## config.mk

```make
export PLATFORM = sky130hd
export DESIGN_NAME = axi_write_burst_sink
export DESIGN_NICKNAME = d
export VERILOG_FILES = /design/src/rtl/axi_pkg.sv /design/src/rtl/axi_burst_addr_next.sv /design/src/rtl/axi_write_burst_sink.sv
export SDC_FILE = /design/constraint.sdc
export NUM_CORES = 1
export LEC_CHECK = 0
export CAP_MARGIN = 20
export CORE_UTILIZATION = 25
export DETAILED_ROUTE_END_ITERATION = 8
export PLACE_DENSITY = 0.52
export RECOVER_POWER = 25
export SETUP_SLACK_MARGIN = 0.3
export SLEW_MARGIN = 20
export SYNTH_ARGS = -nofsm -noshare
export SYNTH_HDL_FRONTEND = slang
export SYNTH_SLANG_ARGS = --single-unit
```

## constraint.sdc

```tcl
create_clock -name clk -period 6.2 [get_ports clk]
set_clock_uncertainty 0.2 [all_clocks]
set_input_delay 1.24 -clock clk [delete_from_list [all_inputs] [get_ports clk]]
set_output_delay 1.24 -clock clk [all_outputs]
set_load 0.01 [all_outputs]
```

## src/rtl/axi_pkg.sv

```systemverilog
// Shared AXI definitions for the write-side (and future read-side) sinks:
// burst-type and response encodings plus the sink FSM state type.
package axi_pkg;

  localparam logic [1:0] BURST_FIXED = 2'b00;
  localparam logic [1:0] BURST_INCR  = 2'b01;
  localparam logic [1:0] BURST_WRAP  = 2'b10;
  localparam logic [1:0] BURST_RSVD  = 2'b11;

  localparam logic [1:0] RESP_OKAY   = 2'b00;
  localparam logic [1:0] RESP_SLVERR = 2'b10;

  typedef enum logic [1:0] {
    ST_IDLE = 2'd0,
    ST_DATA = 2'd1,
    ST_RESP = 2'd2
  } sink_state_e;

endpackage

```

## src/rtl/axi_burst_addr_next.sv

```systemverilog
// Combinational AXI next-beat address calculator (FIXED / INCR / WRAP).
// All arithmetic wraps modulo 2^AW.
module axi_burst_addr_next
  import axi_pkg::*;
#(
  parameter int AW = 32
) (
  input  logic [AW-1:0] addr,
  input  logic [7:0]    len,
  input  logic [2:0]    size,
  input  logic [1:0]    burst,
  output logic [AW-1:0] next_addr
);

  logic [AW-1:0] size_bytes;
  logic [AW-1:0] wrap_mask;
  logic [AW-1:0] incr_addr;
  logic [AW-1:0] wrap_addr;

  // INCR realigns after the first (possibly unaligned) beat; WRAP stays inside its window
  always_comb begin
    size_bytes = AW'(1) << size;
    wrap_mask  = ((AW'(len) + AW'(1)) << size) - AW'(1);
    incr_addr  = (addr & ~(size_bytes - AW'(1))) + size_bytes;
    wrap_addr  = (addr & ~wrap_mask) | ((addr + size_bytes) & wrap_mask);
    case (burst)
      BURST_INCR: next_addr = incr_addr;
      BURST_WRAP: next_addr = wrap_addr;
      default:    next_addr = addr;
    endcase
  end

endmodule

```

## src/rtl/axi_write_burst_sink.sv

```systemverilog
// AXI4 write burst sink: takes one AW, consumes the W beats as byte-strobed
// memory writes, then returns a single B response. One burst in flight.
module axi_write_burst_sink
  import axi_pkg::*;
#(
  parameter int AW       = 32,
  parameter int DW       = 64,
  parameter int MAX_SIZE = 3
) (
  input  logic            clk,
  input  logic            rst,
  input  logic [AW-1:0]   s_axi_awaddr,
  input  logic [7:0]      s_axi_awlen,
  input  logic [2:0]      s_axi_awsize,
  input  logic [1:0]      s_axi_awburst,
  input  logic            s_axi_awvalid,
  output logic            s_axi_awready,
  input  logic [DW-1:0]   s_axi_wdata,
  input  logic [DW/8-1:0] s_axi_wstrb,
  input  logic            s_axi_wlast,
  input  logic            s_axi_wvalid,
  output logic            s_axi_wready,
  output logic [1:0]      s_axi_bresp,
  output logic            s_axi_bvalid,
  input  logic            s_axi_bready,
  output logic            mem_we,
  output logic [AW-1:0]   mem_addr,
  output logic [DW-1:0]   mem_wdata,
  output logic [DW/8-1:0] mem_wstrb,
  input  logic            mem_ready
);

  sink_state_e   state_q, state_d;
  logic          awready_q, awready_d;
  logic          bvalid_q, bvalid_d;
  logic [1:0]    bresp_q, bresp_d;
  logic          err_q, err_d;
  logic [AW-1:0] addr_q, addr_d;
  logic [7:0]    len_q, len_d;
  logic [2:0]    size_q, size_d;
  logic [1:0]    burst_q, burst_d;
  logic [7:0]    cnt_q, cnt_d;

  logic [AW-1:0] next_addr;
  logic [AW-1:0] aw_size_mask;
  logic [AW-1:0] aw_last_addr;
  logic          aw_len_wrap_ok;
  logic          aw_err;
  logic          beat;
  logic          last_beat;

  axi_burst_addr_next #(.AW(AW)) u_addr_next (
    .addr      (addr_q),
    .len       (len_q),
    .size      (size_q),
    .burst     (burst_q),
    .next_addr (next_addr)
  );

  // Legality check of the incoming AW request; any violation poisons the whole burst
  always_comb begin
    aw_size_mask   = (AW'(1) << s_axi_awsize) - AW'(1);
    aw_last_addr   = (s_axi_awaddr & ~aw_size_mask) + (AW'(s_axi_awlen) << s_axi_awsize);
    aw_len_wrap_ok = (s_axi_awlen == 8'd1) || (s_axi_awlen == 8'd3) ||
                     (s_axi_awlen == 8'd7) || (s_axi_awlen == 8'd15);
    aw_err = (s_axi_awsize > 3'(MAX_SIZE)) ||
             (s_axi_awburst == BURST_RSVD) ||
             ((s_axi_awburst == BURST_WRAP) && !aw_len_wrap_ok) ||
             ((s_axi_awburst == BURST_WRAP) && ((s_axi_awaddr & aw_size_mask) != '0)) ||
             ((s_axi_awburst == BURST_INCR) && (aw_last_addr[AW-1:12] != s_axi_awaddr[AW-1:12]));
  end

  // Next-state logic: AW latch, beat counting/address stepping, B handshake
  always_comb begin
    state_d   = state_q;
    err_d     = err_q;
    addr_d    = addr_q;
    len_d     = len_q;
    size_d    = size_q;
    burst_d   = burst_q;
    cnt_d     = cnt_q;
    beat      = (state_q == ST_DATA) && s_axi_wvalid && mem_ready;
    last_beat = (cnt_q == len_q);
    case (state_q)
      ST_IDLE: begin
        if (s_axi_awvalid && awready_q) begin
          addr_d  = s_axi_awaddr;
          len_d   = s_axi_awlen;
          size_d  = s_axi_awsize;
          burst_d = s_axi_awburst;
          cnt_d   = 8'd0;
          err_d   = aw_err;
          state_d = ST_DATA;
        end
      end
      ST_DATA: begin
        if (beat) begin
          addr_d = next_addr;
          cnt_d  = cnt_q + 8'd1;
          // The beat counter ends the burst; a disagreeing wlast only flags an error
          if (s_axi_wlast != last_beat) err_d = 1'b1;
          if (last_beat) state_d = ST_RESP;
        end
      end
      ST_RESP: begin
        if (bvalid_q && s_axi_bready) begin
          state_d = ST_IDLE;
          err_d   = 1'b0;
        end
      end
      default: state_d = ST_IDLE;
    endcase
    awready_d = (state_d == ST_IDLE);
    bvalid_d  = (state_d == ST_RESP);
    bresp_d   = (state_d == ST_RESP) ? (err_d ? RESP_SLVERR : RESP_OKAY) : RESP_OKAY;
  end

  // State and handshake registers; reset abandons any burst in flight
  always_ff @(posedge clk or posedge rst) begin
    if (rst) begin
      state_q   <= ST_IDLE;
      awready_q <= 1'b0;
      bvalid_q  <= 1'b0;
      bresp_q   <= RESP_OKAY;
      err_q     <= 1'b0;
      addr_q    <= '0;
      len_q     <= '0;
      size_q    <= '0;
      burst_q   <= '0;
      cnt_q     <= '0;
    end else begin
      state_q   <= state_d;
      awready_q <= awready_d;
      bvalid_q  <= bvalid_d;
      bresp_q   <= bresp_d;
      err_q     <= err_d;
      addr_q    <= addr_d;
      len_q     <= len_d;
      size_q    <= size_d;
      burst_q   <= burst_d;
      cnt_q     <= cnt_d;
    end
  end

  // Memory port mirrors the accepted beat in the same cycle; writes suppressed on error
  always_comb begin
    s_axi_awready = awready_q;
    s_axi_wready  = (state_q == ST_DATA) && mem_ready;
    s_axi_bvalid  = bvalid_q;
    s_axi_bresp   = bresp_q;
    mem_we        = beat && !err_q;
    mem_addr      = beat ? addr_q : '0;
    mem_wdata     = beat ? s_axi_wdata : '0;
    mem_wstrb     = beat ? s_axi_wstrb : '0;
  end

endmodule

```

---- After elaboration in Yosys (flattened, before gate mapping) ----
Cells that the tools add are included.
storage, ports and cells
  memories kept ........................... 0
  output and inout bits ................... 110
  ROM bits ................................ 0
  bits in writable memories ............... 0
  bits of input ports ..................... 124
  register bits after elaboration ......... 60
  latch bits .............................. 0
cells by class
  equality and inequality tests ........... 18
  shift-type cells ........................ 4
  multiplexer cells ....................... 22
  div/mod/pow operators ................... 0
  add/sub/neg operators ................... 8
  bitwise operators ....................... 9
  reduce and logical (&&, ||, !) cells .... 25
  $lt $le $gt $ge ......................... 1
  multiply operators ...................... 0
operators with widths
  operator                 count
  $and A32 B32 Y32         5
  $pmux W32 S2             2
  $add A32 B32 Y32         3
  $mux W32                 3
  $not A32 Y32             3
  $mux W64                 1
  $shl A1 B3 Y32 const A   2
  $sub A32 B1 Y32 const B  2
  $or A32 B32 Y32          1
  $reduce_bool A32 Y1      1
  $shl A32 B3 Y32          1
  $shl A8 B3 Y32           1
  $sub A32 B2 Y32 const B  1
  $mux W8                  3
  $ne A20 B20 Y1           1
  $pmux W8 S2              1
  $mux W2                  6
  $eq A2 B2 Y1 const B     5
  $add A8 B1 Y9 const B    1
  $logic_and A1 B1 Y1      9
  $add A8 B1 Y8 const B    1
  $eq A8 B1 Y1 const B     1
  $eq A8 B2 Y1 const B     1
  $eq A8 B3 Y1 const B     1
  other kinds (17)         31

---- Depth between registers and ports, before layout ----
  depth in word-level cells ............... 13
  depth in mapped cells ................... 17
  mapped depth without buffers ............ 15

---- By module ----
A second synthesis with hierarchy kept.
unflattened totals
  cell total of the unflattened synthesis .. 1201
  area, all modules ....................... 8677.1 sq um
modules (own cells, without submodules)
  module                seq. area each (sq um)  area an instance (sq um)  cells each  instances
  axi_write_burst_sink  1476.4                  4837.1                    581         1
  axi_burst_addr_next   0.0                     3839.9                    620         1

---- Worst setup path before layout ----
Ideal clock, no wire load.
  path type ............................... input-to-reg
  start point ............................. input s_axi_awsize[0]
  end point ............................... register err_q
  stages .................................. 15
  setup slack ............................. 1.703 ns
  arrival ................................. 4.208 ns
  library setup time ...................... 0.088 ns
  cells stage by stage .................... buf_1 > clkbuf_1 > nand2_1 > ha_1 > clkbuf_1 > or3_1 > and3_1 > ha_1 > a21o_1 > a21oi_1 > o21ai_0 > nand4_1 > a21oi_1 > mux2_2 > a41oi_1
on the way
  word-level cells in the longest chain between the ends .. 10
  elaborated cells between the ends (all ways) .. 18
ends and longest elaborated chain
  element                 RTL line                     RTL
  start: declaration      axi_write_burst_sink.sv:14   input logic [2:0] s_axi_awsize,
  $shl A1 B3 Y32          axi_write_burst_sink.sv:62   aw_size_mask = (AW'(1) << s_axi_awsize) - AW'(1);
  $sub A32 B2 Y32         axi_write_burst_sink.sv:62
  $not A32 Y32            axi_write_burst_sink.sv:63   aw_last_addr = (s_axi_awaddr & ~aw_size_mask) + (AW'(s_axi_awlen) << s_axi_awsize);
  $and A32 B32 Y32        axi_write_burst_sink.sv:63
  $add A32 B32 Y32        axi_write_burst_sink.sv:63
  $ne A20 B20 Y1          axi_write_burst_sink.sv:70   ((s_axi_awburst == BURST_INCR) && (aw_last_addr[AW-1:12] != s_axi_awaddr[AW-1:12]));
  $logic_and A1 B1 Y1     axi_write_burst_sink.sv:70
  $logic_or A1 B1 Y1 (*)  axi_write_burst_sink.sv:69   ((s_axi_awburst == BURST_WRAP) && ((s_axi_awaddr & aw_size_mask) != '0)) ||
  $mux W1 (*)             axi_write_burst_sink.sv:86   if (s_axi_awvalid && awready_q) begin
  $pmux W1 S3 (*)         axi_write_burst_sink.sv:84   case (state_q)
  net err_d               axi_write_burst_sink.sv:37   logic err_q, err_d;
  end signal: assignment  axi_write_burst_sink.sv:136  err_q <= err_d;
  end: declaration        axi_write_burst_sink.sv:37
Mark *: on every way through the listed nets, which the timed path passes. The rest lies on a longest branch.
A chain may end at the register's enable or synchronous reset.

==> results.py <==
metrics = {
    "yosys": {
        "netlist.area_leader.share_pct": 18.37,
        "synth_seq_cells": 59,
        "synthesis.area_um2": 8035,
        "yosysTopAreaCell": "dfrtp_1",
        "synth_fp_nets": 1287,
        "postSynth.asyncResetShare_pct": 100.0,
        "synth_area_leaders": "dfrtp_1 (18%), and2_1 (9.0%), o21ai_0 (5.0%)",
        "syn_inst": 1130,
        "ys_seq_area_share_pct": 18.37,
        "syn_area_per_cell_um2": 7.111,
        "ys_warn_count": 0,
        "synthTopCellsByCount": "and2_1 (116), nor2_1 (103), nand2_1 (89)",
        "yosysMostFrequentCell": "and2_1",
        "synth-edff-count": 0,
        "ys_types": 86,
        "synth_ff_type": "dfrtp_1",
    },
    "cts": {
        "cts_tree": "done",
        "cts_resized": 0,
        "cts-root-buf": "clkbuf_16",
        "cts_hold_buf": 0,
        "htreeDepth": 3,
        "numCtsBuffers": 9,
        "clk_latency_ns": 0.36,
        "cts_buffer_depth": 2,
        "cts_setup_buffers": 0,
        "cts_sinks": 59,
        "cts.clk_slew.worst_paths_ns": 0.06,
    },
    "grt": {
        "grt_pass1_wl_mm": 54.31,
        "grt_max_degree": 72,
        "grt_pass1_vias": 9182,
        "grt_overflow": 0,
        "grtUsageTotal_pct": 21.39,
        "grt_antenna_before_repair": 2,
    },
    "power": {
        "peakVddDrop_v": 0.0001220,
        "power.total_mw": 1.292,
        "leakage_nw": 4.090,
        "powerDensity_nw_per_um2": 117.7,
    },
    "die": {
        "die_w_um": 181.3,
        "die_area_um2": 32860,
        "core_um2": 31560,
        "rows": 65,
        "initial_utilization_pct": 25.46,
        "pin_count": 234,
        "die_h_um": 181.3,
    },
    "status": {
        "violations": "max-capacitance violations, max-slew violations",
        "status": "finished with violations",
    },
    "worst_setup_path": {
        "worstPathArrival_ns": 4.45,
        "ff2ff_setup_slack_ns": 1.37,
        "cp-start-kind": "primary input",
        "criticalPathCategory": "in2async",
        "setup.worst_path.end_class": "asynchronous set/reset pin",
        "crit_required_ns": 5.70,
        "worst_path_max_delay_cell": "clkbuf_1",
        "cp_top_family": "buffers and inverters",
        "cp_slowest_stage_delay_ns": 2.38,
        "crit_buf_inv": 3,
        "cp_max_fo": 53,
        "crit_chain": "dlygate4sd3_1, inv_1, clkbuf_1",
    },
    "routing": {
        "viasPerCell": 5.411,
        "vias": 9302,
        "drt_first_pass_iters": 9,
        "drc": 0,
        "routedWlPerCell_um": 20.38,
        "drt_iter0_markers": 827,
        "ant_nets": 0,
        "drt_wl_total_mm": 35.03,
    },
    "place": {
        "post-place-ws_ns": 1.018,
        "finalWeightedCongestion": 0.8699,
        "dp_hpwl_mm": 27.09,
        "placed_area_um2": 10680,
        "io_buffers": 232,
    },
    "sta": {
        "fin_setup_tns_ns": 0,
        "setup_viol": 0,
        "worst_slack_ns": 1.248,
        "tightest_slew_ns": 3.355,
        "rsz0062_at_grt": "no",
        "fin_crit_ns": 4.952,
        "max_freq_ghz": 0.2019,
        "drv_slew": 54,
        "hold_viol_final": 0,
        "relSlewSlack_pct": -123.7,
        "finalCritPeriodShare_pct": 79.88,
    },
    "layout": {
        "syn2layout_area_growth_pct": 36.69,
        "regArea_um2": 1476,
        "nets": 1468,
        "post-route-util_pct": 34.81,
        "fin_area_um2": 10980,
        "post_route_cells_drive_above_1_share_pct": 5.167,
        "multiInputGateArea_um2": 6116,
        "fill_cells": 3395,
    },
    "hold_path": {
        "hold_class": "reg2reg",
    },
    "flow_run": {
        "drv_cap": 1,
    },
}
[logic make-up (layout without fill, tap and decap cells)]
kind of cell               count (synthesis)  count (layout)  synth area share (%)
AOI/OAI and AO/OA                        343             343                 28.54
other                                      1               2               0.04667
buffers and inverters                    111             297                 5.699
adders and majority gates                 34              34                 5.357
xor gates and xnor gates                  51              51                 5.559
and+or+nand+nor                          506             506                 33.09
DFF                                       59              59                 18.37
muxes                                     25              25                 3.332
[final cells by class]
type / count / share of cell area [%]
Clock inverter: 7 / 0.7063
Timing Repair Buffer: 250 / 22.45
Inverter: 31 / 1.059
Multi-Input combinational cell: 960 / 55.68
Antenna cell: 1 / 0.02278
Sequential cell: 59 / 13.44
Clock buffer: 9 / 2.051
Tap cell: 402 / 4.580
[routing by layer]
metal,wire length [um],global-route usage (%),share of wire (%)
met1,14920,27.50,43
met2,16680,35.58,48
met3,2933,5.463,8.4
met4,468,5.017,1.3
met5,27,0,0.077
[through the flow]
| step | cells | hold WS, ns |
|---|---|---|
| 4_1_cts | 1718 | 0.3655 |
| 5_1_grt | 1718 | 0.4004 |
| 3_5_place_dp | 1702 | 0.3527 |
| 3_3_place_gp | 1702 | 0.3282 |
| 2_1_floorplan | 1130 | 0.2846 |
| 6_report | 1719 | 0.3598 |
[power by group]
group	leakage, nW	total, mW	switching (mW)	internal (mW)
sequential	0.750	0.423	0.0235	0.399
combinational	3.21	0.326	0.153	0.173
clock	0.134	0.543	0.230	0.314
[final timing paths]
check                                       start                         end  depth (start not counted)
hold / removal             burst_q[0]$_DFFE_PP0P_      burst_q[0]$_DFFE_PP0P_                          1
max in group clk                     s_axi_wvalid               mem_wdata[51]                          5
hold reg to reg            burst_q[0]$_DFFE_PP0P_      burst_q[0]$_DFFE_PP0P_                          1
setup reg to reg             len_q[1]$_DFFE_PP0P_                        flop                         13
min in group asynchronous                     rst      s_axi_bvalid$_DFF_PP0_                          2
setup / recovery                              rst  asynchronous set/reset pin                          3
[placed cells by master (no fill, tap or decap), types with 15 or more instances in the layout]
| master | instances |
|---|---|
| clkdlybuf4s50_1 | 231 |
| and2_1 | 116 |
| nor2_1 | 102 |
| nand2_1 | 89 |
| o21ai_0 | 81 |
| a21oi_1 | 72 |
| dfrtp_1 | 59 |
| xnor2_1 | 38 |
| nand3_1 | 34 |
| ha_1 | 32 |
| inv_1 | 29 |
| nor3_1 | 29 |
| nand2b_1 | 23 |
| nand4_1 | 21 |
| or3_1 | 16 |
| o211ai_1 | 16 |
| buf_4 | 16 |
| a211oi_1 | 15 |
| a31oi_1 | 15 |
Power figures use the tool's default switching activity.
